==> src/rtl/cla_accuracy_sequencer.sv <==
// ============================================================================
// cla_accuracy_sequencer : segment-serial adder, low segments approximate
// Optional: CLA_SEQ_ERRCNT_EN adds an exact reference and an inexact counter.
// Revision: 1.0
// ============================================================================
`default_nettype none

module cla_accuracy_sequencer #(
  parameter int NSEG = 4
) (
  input  logic              clk,
  input  logic              rst,
  input  logic              in_valid,
  output logic              in_ready,
  input  logic [4*NSEG-1:0] a,
  input  logic [4*NSEG-1:0] b,
  input  logic [2:0]        acc_level,
  output logic [NSEG-1:0]   ctl_mask,
  output logic [4*NSEG-1:0] sum,
  output logic              cout,
  output logic              out_valid,
  input  logic              out_ready,
  output logic [15:0]       err_cnt
);

  localparam int c_W    = 4 * NSEG;
  localparam int c_IDXW = (NSEG > 1) ? $clog2(NSEG) : 1;
  localparam logic [c_IDXW-1:0] c_LAST = c_IDXW'(NSEG - 1);

  localparam logic [1:0] c_IDLE = 2'd0;
  localparam logic [1:0] c_RUN  = 2'd1;
  localparam logic [1:0] c_DONE = 2'd2;

  logic [1:0]        r_state;
  logic [1:0]        w_next;
  logic [c_W-1:0]    r_a;
  logic [c_W-1:0]    r_b;
  logic [c_W-1:0]    r_sum;
  logic              r_cout;
  logic [NSEG-1:0]   r_mask;
  logic [c_IDXW-1:0] r_seg_idx;
  logic              r_carry;
  logic              w_in_ready;
  logic              w_out_valid;
  logic              w_accept;
  logic              w_last;
  logic [NSEG-1:0]   w_mask;
  logic [3:0]        w_x;
  logic [3:0]        w_y;
  logic [3:0]        w_s;
  logic              w_c;
  logic [c_W-1:0]    w_sum_next;

  // Segment i is approximate when i < acc_level; the clamp falls out naturally.
  generate
    for (genvar i = 0; i < NSEG; i++) begin : g_mask
      assign w_mask[i] = (int'(acc_level) > i);
    end
  endgenerate

  assign w_accept = in_valid && (r_state == c_IDLE);
  assign w_last   = (r_state == c_RUN) && (r_seg_idx == c_LAST);
  assign w_x      = r_a[4*r_seg_idx +: 4];
  assign w_y      = r_b[4*r_seg_idx +: 4];

  always_comb begin
    w_s = w_x + w_y;
    w_c = w_x[3] & w_y[3];
    if (!r_mask[r_seg_idx]) begin
      {w_c, w_s} = {1'b0, w_x} + {1'b0, w_y} + {4'd0, r_carry};
    end
  end

  generate
    for (genvar i = 0; i < NSEG; i++) begin : g_seg
      assign w_sum_next[4*i +: 4] = (r_seg_idx == c_IDXW'(i)) ? w_s : r_sum[4*i +: 4];
    end
  endgenerate

  always_ff @(posedge clk) begin
    if (rst) begin
      r_state <= c_IDLE;
    end else begin
      r_state <= w_next;
    end
  end

  always_comb begin
    w_next = r_state;
    case (r_state)
      c_IDLE:  if (in_valid) w_next = c_RUN;
      c_RUN:   if (r_seg_idx == c_LAST) w_next = c_DONE;
      c_DONE:  if (out_ready) w_next = c_IDLE;
      default: w_next = c_IDLE;
    endcase
  end

  always_comb begin
    w_in_ready  = (r_state == c_IDLE);
    w_out_valid = (r_state == c_DONE);
  end

  always_ff @(posedge clk) begin
    if (rst) begin
      r_a       <= '0;
      r_b       <= '0;
      r_sum     <= '0;
      r_cout    <= 1'b0;
      r_mask    <= '0;
      r_seg_idx <= '0;
      r_carry   <= 1'b0;
    end else if (w_accept) begin
      r_a       <= a;
      r_b       <= b;
      r_mask    <= w_mask;
      r_carry   <= 1'b0;
      r_seg_idx <= '0;
    end else if (r_state == c_RUN) begin
      r_sum   <= w_sum_next;
      r_carry <= w_c;
      if (w_last) begin
        r_cout <= w_c;
      end else begin
        r_seg_idx <= r_seg_idx + 1'b1;
      end
    end
  end

`ifdef CLA_SEQ_ERRCNT_EN
  logic [c_W:0] w_ref;
  logic [15:0]  r_err_cnt;

  assign w_ref = {1'b0, r_a} + {1'b0, r_b};

  // Compared on the edge that enters DONE, using the result being written.
  always_ff @(posedge clk) begin
    if (rst) begin
      r_err_cnt <= 16'd0;
    end else if (w_last && ({w_c, w_sum_next} != w_ref) && (r_err_cnt != 16'hFFFF)) begin
      r_err_cnt <= r_err_cnt + 16'd1;
    end
  end

  assign err_cnt = r_err_cnt;
`else
  assign err_cnt = 16'd0;
`endif

  assign in_ready  = w_in_ready;
  assign out_valid = w_out_valid;
  assign ctl_mask  = r_mask;
  assign sum       = r_sum;
  assign cout      = r_cout;

endmodule

`default_nettype wire

==> config.mk <==
export PLATFORM = sky130hd
export DESIGN_NAME = cla_accuracy_sequencer
export DESIGN_NICKNAME = d
export VERILOG_FILES = /design/src/rtl/cla_accuracy_sequencer.sv
export SDC_FILE = /design/constraint.sdc
export NUM_CORES = 1
export LEC_CHECK = 0
export ABC_AREA = 1
export BUFFER_PORTS_ARGS = -buffer_cell sky130_fd_sc_hd__buf_2
export CAP_MARGIN = 20
export CORE_UTILIZATION = 54
export CTS_BUF_LIST = sky130_fd_sc_hd__clkbuf_2 sky130_fd_sc_hd__clkbuf_4 sky130_fd_sc_hd__clkbuf_8
export DETAILED_ROUTE_END_ITERATION = 6
export PLACE_DENSITY = 0.82
export SLEW_MARGIN = 10
export SYNTH_ARGS = -nofsm -noshare
export SYNTH_HDL_FRONTEND = slang
export SYNTH_SLANG_ARGS = --single-unit
==> constraint.sdc <==
create_clock -name clk -period 2.7 [get_ports clk]
set_input_delay 0.135 -clock clk [delete_from_list [all_inputs] [get_ports clk]]
set_output_delay 0.135 -clock clk [all_outputs]
set_load 0.03 [all_outputs]
=== Yosys cells after proc, flatten, opt, wreduce, memory -nomap -nowiden ===
Cells that the tools add are included.

* Output and inout bits: 39
* Logic and storage cells: 53
* Bits of input ports: 39
* Bits in read-only memories: 0
* Memories: 0
* Register bits: 58
* Memory bits (writable): 0
* Bits in latches: 0

* Add/sub/neg operators: 4
* Order comparisons: 5
* Shifts and indexed selects: 2
* Div/mod/pow operators: 0
* Equal/unequal tests: 8
* Muxes and demuxes: 8
* Multipliers: 0
* Bitwise logic cells: 3
* Reduce and logical (&&, ||, !) cells: 12

{| class="wikitable"
|+ Operators with widths
! cell !! number
|-
| $shiftx 16x5->4 || 2
|-
| $reduce_and 3->1 || 6
|-
| $eq 2x2->1 const B || 3
|-
| $gt 3x1->1 const B || 2
|-
| $gt 3x2->1 const B || 2
|-
| $mux 2 || 3
|-
| $pmux 2 s3 || 1
|-
| $add 4x4->5 || 1
|-
| $add 5x1->5 || 1
|-
| $add 4x4->4 || 1
|-
| $eq 2x1->1 const B || 2
|-
| $logic_not 2->1 || 2
|-
| $mux 4 || 1
|-
| $ne 2x2->1 const B || 2
|-
| $lt 2x3->1 const B || 1
|-
| $add 2x1->2 const B || 1
|-
| $bmux 1 s2 || 1
|-
| $logic_and 1x1->1 || 2
|-
| $mux 1 || 2
|-
| $ne 2x1->1 const B || 1
|-
| $not 1->1 || 2
|-
| $reduce_and 2->1 || 1
|-
| $reduce_or 2->1 || 1
|-
| $and 1x1->1 || 1
|}

=== Depth between registers and ports, before layout ===
Gate-level depths: netlist of run 1.

* Depth in word-level cells: 4
* Depth in mapped cells: 14
* Depth with buffers taken out: 14

=== Worst setup path after synthesis of run 1 ===
Ideal clock, no wire load.

* Kind: reg-to-reg
* Start point: reg r_seg_idx[1]
* End point: reg r_sum[1], in the netlist sum[1]
* Data arrival time: 2,182 ps
* Data required time: 2,591 ps
* Slack: 409 ps
* Period minus slack after synthesis: 2,291 ps
* Buffers on the path: 1
* Setup time: 109 ps
* Stages on the path, launching flop included: 12
* Path through: dfxtp_1 > inv_2 > buf_2 > a32oi_1 > inv_1 > fa_1 > fa_1 > inv_1 > nand2_1 > nand3_1 > nand2_1 > inv_1

* Longest elaborated chain between the ends: 4
* Elaborated cells on any way between the ends: 10
* Classes of those cells: 3 x add/sub; 2 x shift; 3 x mux; 2 x reduce/logical

{| class="wikitable"
|+ Ends and longest elaborated chain
! element !! RTL line !! text
|-
| start: declaration || 41 || <nowiki>logic [c_IDXW-1:0] r_seg_idx;</nowiki>
|-
| start signal: assignment || 124 || <nowiki>r_seg_idx <= r_seg_idx + 1'b1;</nowiki>
|-
| $shiftx 16x5->4 (on tied branches) || 63, 64 ||
|-
| $add 4x4->5 || 70 || <nowiki>{w_c, w_s} = {1'b0, w_x} + {1'b0, w_y} + {4'd0, r_carry};</nowiki>
|-
| $add 5x1->5 || 70 ||
|-
| $mux 4 || 69 || <nowiki>if (!r_mask[r_seg_idx]) begin</nowiki>
|-
| end signal: assignment || 119 || <nowiki>r_sum <= w_sum_next;</nowiki>
|-
| end: declaration || 38 || <nowiki>logic [c_W-1:0] r_sum;</nowiki>
|}

Parallel ways exist; a longest one is shown, timed or not. The select of a mux whose other input is x is not followed.
A chain may end at the register's enable or synchronous reset.

=== Worst setup path after layout of run 1 ===
* Start point: reg r_seg_idx[0]
* End point: reg r_carry

* Longest elaborated chain between the ends: 4
* Elaborated cells on any way between the ends: 8
* Classes of those cells: 2 x add/sub; 2 x shift; 3 x mux; 1 x bitwise

{| class="wikitable"
|+ Ends and longest elaborated chain
! element !! RTL line !! text
|-
| $shiftx 16x5->4 (on tied branches) || 63, 64 ||
|-
| $add 4x4->5 || 70 ||
|-
| $add 5x1->5 || 70 ||
|-
| $mux 1 * || 69 ||
|-
| end signal: assignment || 120 || <nowiki>r_carry <= w_c;</nowiki>
|-
| end: declaration || 42 || <nowiki>logic r_carry;</nowiki>
|}

Every way passes the cells marked *; elsewhere a longest branch is shown, timed or not. The select of a mux whose other input is x is not followed.

==> impl_metrics.json, run 1 <==
{
  "outcome": "complete, no violations",
  "h-tree-depth": 3,
  "hold_violations": 0,
  "fin_ws_ps": 359.7,
  "overflow": 0,
  "drive_gt1_frac": 0.2004,
  "globalplace.congestion": 0.8879,
  "first_global_vias": 2271,
  "drtIter0Drc": 130,
  "syn_area_um2": 2904,
  "antenna_found_initial": 0,
  "drtPass1Iterations": 4,
  "setup_violations": 0,
  "final_common_cell": "inv_1",
  "die_y_um": 75.34,
  "synth_area_per_cell_um2": 7.242,
  "num_vias": 2659,
  "start_util": 0.5650,
  "hold_class": "input pin to flop",
  "die_area_um2": 5675,
  "synth_edf_count": 0,
  "fillers": 447,
  "cap_violations": 0,
  "cp-endpoint": "r_carry",
  "fmax_mhz": 427.3,
  "yosysWarnings": 0,
  "cts_tree": "done",
  "io_buffers": 61,
  "via_per_inst": 4.933,
  "grt_usage": 0.2369,
  "async_flop_share": 0,
  "critPathCaptureType": "flop",
  "r2r_cells": 12,
  "cts.clk_slew.worst_paths_ps": 60,
  "syn_inst": 401,
  "fin_setup_tns_ps": 0,
  "period_needed_ps": 2340,
  "ys_seq_area_frac": 0.3998,
  "rr_endpoint": "r_carry",
  "clock-skew-final_ps": 8.832,
  "hpwl_mm": 4.413,
  "numCtsBuffers": 9,
  "drc_errors": 0,
  "reg2reg_slack_ps": 360,
  "grt_pass1_wl_mm": 10.05,
  "rsz0062_at_grt": "false",
  "clk_latency_ps": 340,
  "final_antenna_net_count": 0,
  "die_w_um": 75.34,
  "synthToLayoutAreaGrowth_pct": 17.97,
  "fin_cells": 539,
  "post_cts_buffers": 0,
  "io_pins": 78,
  "worstPathArrival_ps": 2620,
  "layout_common_cells": "inv_1 (74), buf_2 (61), nand3_1 (57), dfxtp_1 (57), nand2_1 (53)",
  "startpoint_type": "flop",
  "critical_path_class": "flop to flop",
  "powerDensity_nw_per_um2": 643.7,
  "reg2reg_from": "r_seg_idx[0]",
  "antennaDiodeCount": 0,
  "core-area_um2": 5140,
  "grt_max_degree": 42,
  "netlist-cell-type-count": 29,
  "layout.nets": 514,
  "irDropWorstVdd_uv": 336.4,
  "std_cell_rows": 26,
  "wl_mm": 6.169,
  "place_ws_ps": 242.7,
  "route.detailed.wl_per_inst_um": 11.45,
  "power_leakage_nw": 1.821,
  "critPathLaunch": "r_seg_idx[0]",
  "critPathMaxFanout": 14,
  "clock-sinks": 58,
  "crit_required_ps": 2980,
  "fin_crit_sh": 0.8668,
  "slew_violations": 0,
  "root_buffer": "clkbuf_8",
  "cts_buffer_depth": 2,
  "dp_cells": 522,
  "ys_seq_elements": 58,
  "synth_ff_type": "dfxtp_1"
}
## worst max-delay path, cell delays in order (launching register included)
cell	delay, ps
dfxtp_2	490
nand2_1	90
a32oi_1	260
inv_1	90
fa_1	430
fa_1	370
inv_1	70
nand2_1	70
a21oi_1	140
nand2_1	70
nand2_1	70
o21ai_0	70
inv_1	60
## where the power goes
part	internal, mW	switching, mW	total (mW)	leakage, nW
registers	0.919	0.0378	0.957	0.475
clock network	0.426	0.328	0.754	0.103
logic	0.166	0.329	0.495	1.24
## worst min-delay path by stage
stage | startpoint | end | slack (ps) | depth (start not counted)
global route | b[11] | r_b[11] | 40 | 3
global placement | rst | r_state[1] | 340 | 2
detailed placement | rst | r_state[1] | 340 | 2
CTS | a[14] | r_a[14] | 20 | 3
finish | a[14] | r_a[14] | 30 | 3
floorplan | rst | r_state[1] | 200 | 1
## per-layer routing
layer,vias to the layer above,global-route usage,part of all wire
li1,1380,-,-
met1,1192,0.2850,0.45
met2,78,0.4048,0.49
met3,9,0.04497,0.051
met4,0,0.1214,0.013
met5,-,0,0
## cell families after synthesis
| logic type | after synthesis | share of synthesized area |
|---|---|---|
| buf+inv | 111 | 0.1654 |
| flops | 58 | 0.3998 |
| fa+ha+maj | 11 | 0.05515 |
| simple gates | 132 | 0.2012 |
| other cells | 1 | 0.001291 |
| xor+xnor | 1 | 0.003016 |
| compound gates | 87 | 0.1741 |
## flip-flops by register name (all words and copies together), names as in the netlist
| name | flops |
|---|---|
| ctl_mask | 4 |
| cout | 1 |
| r_state | 2 |
| r_seg_idx | 2 |
| sum | 16 |
| r_b | 16 |
| r_carry | 1 |
| r_a | 16 |
## through the flow
stage	utilization	total power, mW	cell area (um^2)	hold slack (ps)
CTS	0.6658	2.217	3422	23.77
global placement	0.6268	1.454	3222	336.0
finish	0.6665	2.205	3426	32.83
floorplan	-	1.351	2960	204.1
detailed placement	0.6268	1.465	3222	340.2
global route	0.6665	2.335	3426	42.44
## final cells by class
cell class	instances	area [um^2]	share of cell area
clock buffers	14	180.2	0.05259
clock inverters	2	10.01	0.002922
inverters	79	299.0	0.08729
multi-input cells	247	1319	0.3850
flip-flops and latches	58	1162	0.3393
well taps	70	87.58	0.02557
repair buffers	69	367.9	0.1074
## timing repair
| action | 4_1_cts | 5_1_grt |
|---|---|---|
| endpoints found under the setup margin | 0 | 5 |
| gates resized for setup | 0 | 2 |
| hold buffers | 1 | 0 |
| hold endpoints to repair | 1 | 0 |
## cells in the mapped netlist, drive strengths merged, types with 8 or more instances
| master | n | area, um^2 |
|---|---|---|
| a21oi | 13 | 65.06 |
| buf | 20 | 138.9 |
| clkbuf | 12 | 45.04 |
| dfxtp | 58 | 1161 |
| ha | 8 | 100.1 |
| inv | 79 | 296.5 |
| nand2 | 54 | 205.2 |
| nand3 | 58 | 295.3 |
| nor2 | 17 | 66.32 |
| o21a | 17 | 127.6 |
| o21ai | 46 | 230.2 |
Note: power is estimated with default switching activity, not from simulation.
==> run 2: changes to the inputs <==
--- a/config.mk
+++ b/config.mk
@@ -8,10 +8,10 @@
 export ABC_AREA = 1
 export BUFFER_PORTS_ARGS = -buffer_cell sky130_fd_sc_hd__buf_2
 export CAP_MARGIN = 20
-export CORE_UTILIZATION = 54
+export CORE_UTILIZATION = 49
 export CTS_BUF_LIST = sky130_fd_sc_hd__clkbuf_2 sky130_fd_sc_hd__clkbuf_4 sky130_fd_sc_hd__clkbuf_8
 export DETAILED_ROUTE_END_ITERATION = 6
-export PLACE_DENSITY = 0.82
+export PLACE_DENSITY = 0.78
 export SLEW_MARGIN = 10
 export SYNTH_ARGS = -nofsm -noshare
 export SYNTH_HDL_FRONTEND = slang
==> constraint.sdc (replaced) <==
create_clock -name clk -period 1.92 [get_ports clk]
set_input_delay 0.096 -clock clk [delete_from_list [all_inputs] [get_ports clk]]
set_output_delay 0.096 -clock clk [all_outputs]
set_load 0.03 [all_outputs]
==> run 2 against run 1 <==
The run now ends with negative setup slack left. Final cell count grew 8.5%. Clock-buffer cell count down 4. Setup slack got worse by 670 ps. Non-clock buffer count increased by 44. Register-to-register slack lost 670 ps. Combinational power grew 93%. Utilization is 3.7 points higher. Cell area up 15%. Largest cell class unchanged. Critical path depth increased by 1. Sequential cell count unchanged.
==> impl_metrics.json, run 2 (same netlist as run 1, synthesis figures left out) <==
{
  "outcome": "complete, but fails checks",
  "violations": "negative setup slack",
  "num_vias": 2847,
  "use_met3": 0.05977,
  "io_buffers": 61,
  "drc_errors": 0,
  "crit_required_ps": 2210,
  "antenna_found_initial": 0,
  "cts.clk_slew.worst_paths_ps": 70,
  "start_util": 0.5178,
  "reg2reg_from": "r_seg_idx[0]",
  "power_leakage_nw": 2.049,
  "grt_use_met2": 0.4060,
  "die_area_um2": 6239,
  "worstPathArrival_ps": 2520,
  "powerDensity_nw_per_um2": 858.1,
  "critPathMaxFanout": 6,
  "fillers": 466,
  "first_global_vias": 2622,
  "post_dp_cell_area_um2": 3390,
  "hold_depth": 3,
  "pwr-share-clk": 0.321,
  "p_comb_frac": 0.283,
  "layout_common_cells": "inv_1 (72), buf_2 (61), dfxtp_1 (56)",
  "hpwl_mm": 4.687,
  "hold_violations": 0,
  "final_common_cell": "inv_1",
  "dp_cells": 544,
  "rr_endpoint": "r_carry",
  "cts_buffer_depth": 2,
  "fin_ws_ps": -310.4,
  "drtIter0Drc": 102,
  "cts_tree": "done",
  "wl_mm": 7.205,
  "seqPwrFrac": 0.396,
  "grt_pass1_wl_mm": 11.39,
  "holdPathEnd": "r_b[12]",
  "rsz0062_at_grt": "true",
  "p_sw_mw": 1.104,
  "antennaDiodeCount": 0,
  "std_cell_rows": 27,
  "period_needed_ps": 2230,
  "hold_class": "input pin to flop",
  "synthToLayoutAreaGrowth_pct": 35.93,
  "irDropWorstVdd_uv": 554.0,
  "core-area_um2": 5608,
  "clock-skew-final_ps": 5.488,
  "drive_gt1_frac": 0.2846,
  "critical_path_class": "flop to flop",
  "root_buffer": "clkbuf_8",
  "grt_usage": 0.2369,
  "design_area_um2": 3948,
  "via_per_inst": 4.867,
  "fin_crit_sh": 1.162,
  "h-tree-depth": 3,
  "reg2reg_slack_ps": -310,
  "switching_share": 0.3259,
  "slew_violations": 0,
  "grt_max_degree": 41,
  "intPower_mw": 2.284,
  "use_met1": 0.2787,
  "startpoint_type": "flop",
  "grt_busiest_layer": "met2",
  "clock-sinks": 58,
  "die_w_um": 78.99,
  "holdCritStartpoint": "b[12]",
  "r2r_cells": 13,
  "final_antenna_net_count": 0,
  "route.detailed.wl_per_inst_um": 12.32,
  "cap_violations": 0,
  "drtPass1Iterations": 4,
  "fmax_mhz": 448.3,
  "die_y_um": 78.99,
  "globalplace.congestion": 0.8243,
  "final_util": 0.7039,
  "setup_violations": 14,
  "layout.nets": 558,
  "clk_latency_ps": 340,
  "io_pins": 78,
  "numCtsBuffers": 9,
  "overflow": 0,
  "critPathCaptureType": "flop",
  "fin_cells": 585
}
-- run 2: cell types whose count changed in the layout (fill, tap and decap cells not counted), sizes merged --
cell and change:
clkinv +2, buf +25, clkbuf -4, bufinv +1, clkinvlp +1, dlygate4sd3 +19
-- run 2: power groups by stage --
stage	sequential, mW	combinational [mW]	clock, mW
global route	1.35	1.05	1.18
global placement	1.37	0.780	0
floorplan	1.41	0.500	0
CTS	1.34	0.843	1.10
detailed placement	1.37	0.790	0
finish	1.34	0.957	1.09
-- run 2: final cells by class --
type | count | area [um^2] | share of cell area
well taps | 72 | 90.09 | 0.02282
repair buffers | 113 | 749.5 | 0.1899
multi-input cells | 247 | 1451 | 0.3677
flip-flops and latches | 58 | 1169 | 0.2960
clock inverters | 6 | 57.56 | 0.01458
inverters | 79 | 299.0 | 0.07575
clock buffers | 10 | 131.4 | 0.03328
-- run 2: critical path, cell delays in order (launching register included) --
cell and delay [ps]:
dfxtp_4 390, buf_6 130, nand2_1 60, a32oi_2 230, inv_1 90, fa_2 370
fa_2 350, inv_2 70, nand2_2 60, a21oi_2 140, nand2_1 90, nand2_1 90
o21ai_1 60, inv_1 60
-- run 2: routing by layer --
metal  share of wire  routed length, um  vias up
met5               0                  0        -
met4           0.016                117        0
met3           0.045                322       10
met2            0.50               3629       83
met1            0.44               3136     1286
li1                -                  -     1468
-- run 2: how the worst max path moves through the flow --
stage | from | endpoint | slack, ps
6_report | r_seg_idx[0] | r_carry | -310
5_1_grt | r_seg_idx[0] | r_carry | -390
4_1_cts | r_seg_idx[0] | cout | -230
3_5_place_dp | r_seg_idx[0] | sum[3] | -290
3_3_place_gp | r_seg_idx[0] | sum[3] | -200
2_1_floorplan | r_seg_idx[0] | r_carry | -210
-- run 2: what timing repair did --
action | 4_1_cts | 5_1_grt
hold buffers | 20 | 0
setup buffers | 3 | 2
setup endpoints to repair | 14 | 18
gates cloned | 0 | 0
pin swaps | 5 | 6
endpoints found under the hold margin | 21 | 0
resized for setup | 4 | 33
-- run 2: per-stage QoR --
step	power (mW)	hold WS, ps	worst slack, ps	setup TNS [ps]
2_1_floorplan	1.913	165.1	-212.3	-1903
3_3_place_gp	2.147	292.9	-203.9	-2525
3_5_place_dp	2.159	306.9	-286.5	-3221
4_1_cts	3.287	0.4382	-233.5	-2599
5_1_grt	3.582	8.793	-394.5	-4726
6_report	3.387	6.034	-310.4	-3388
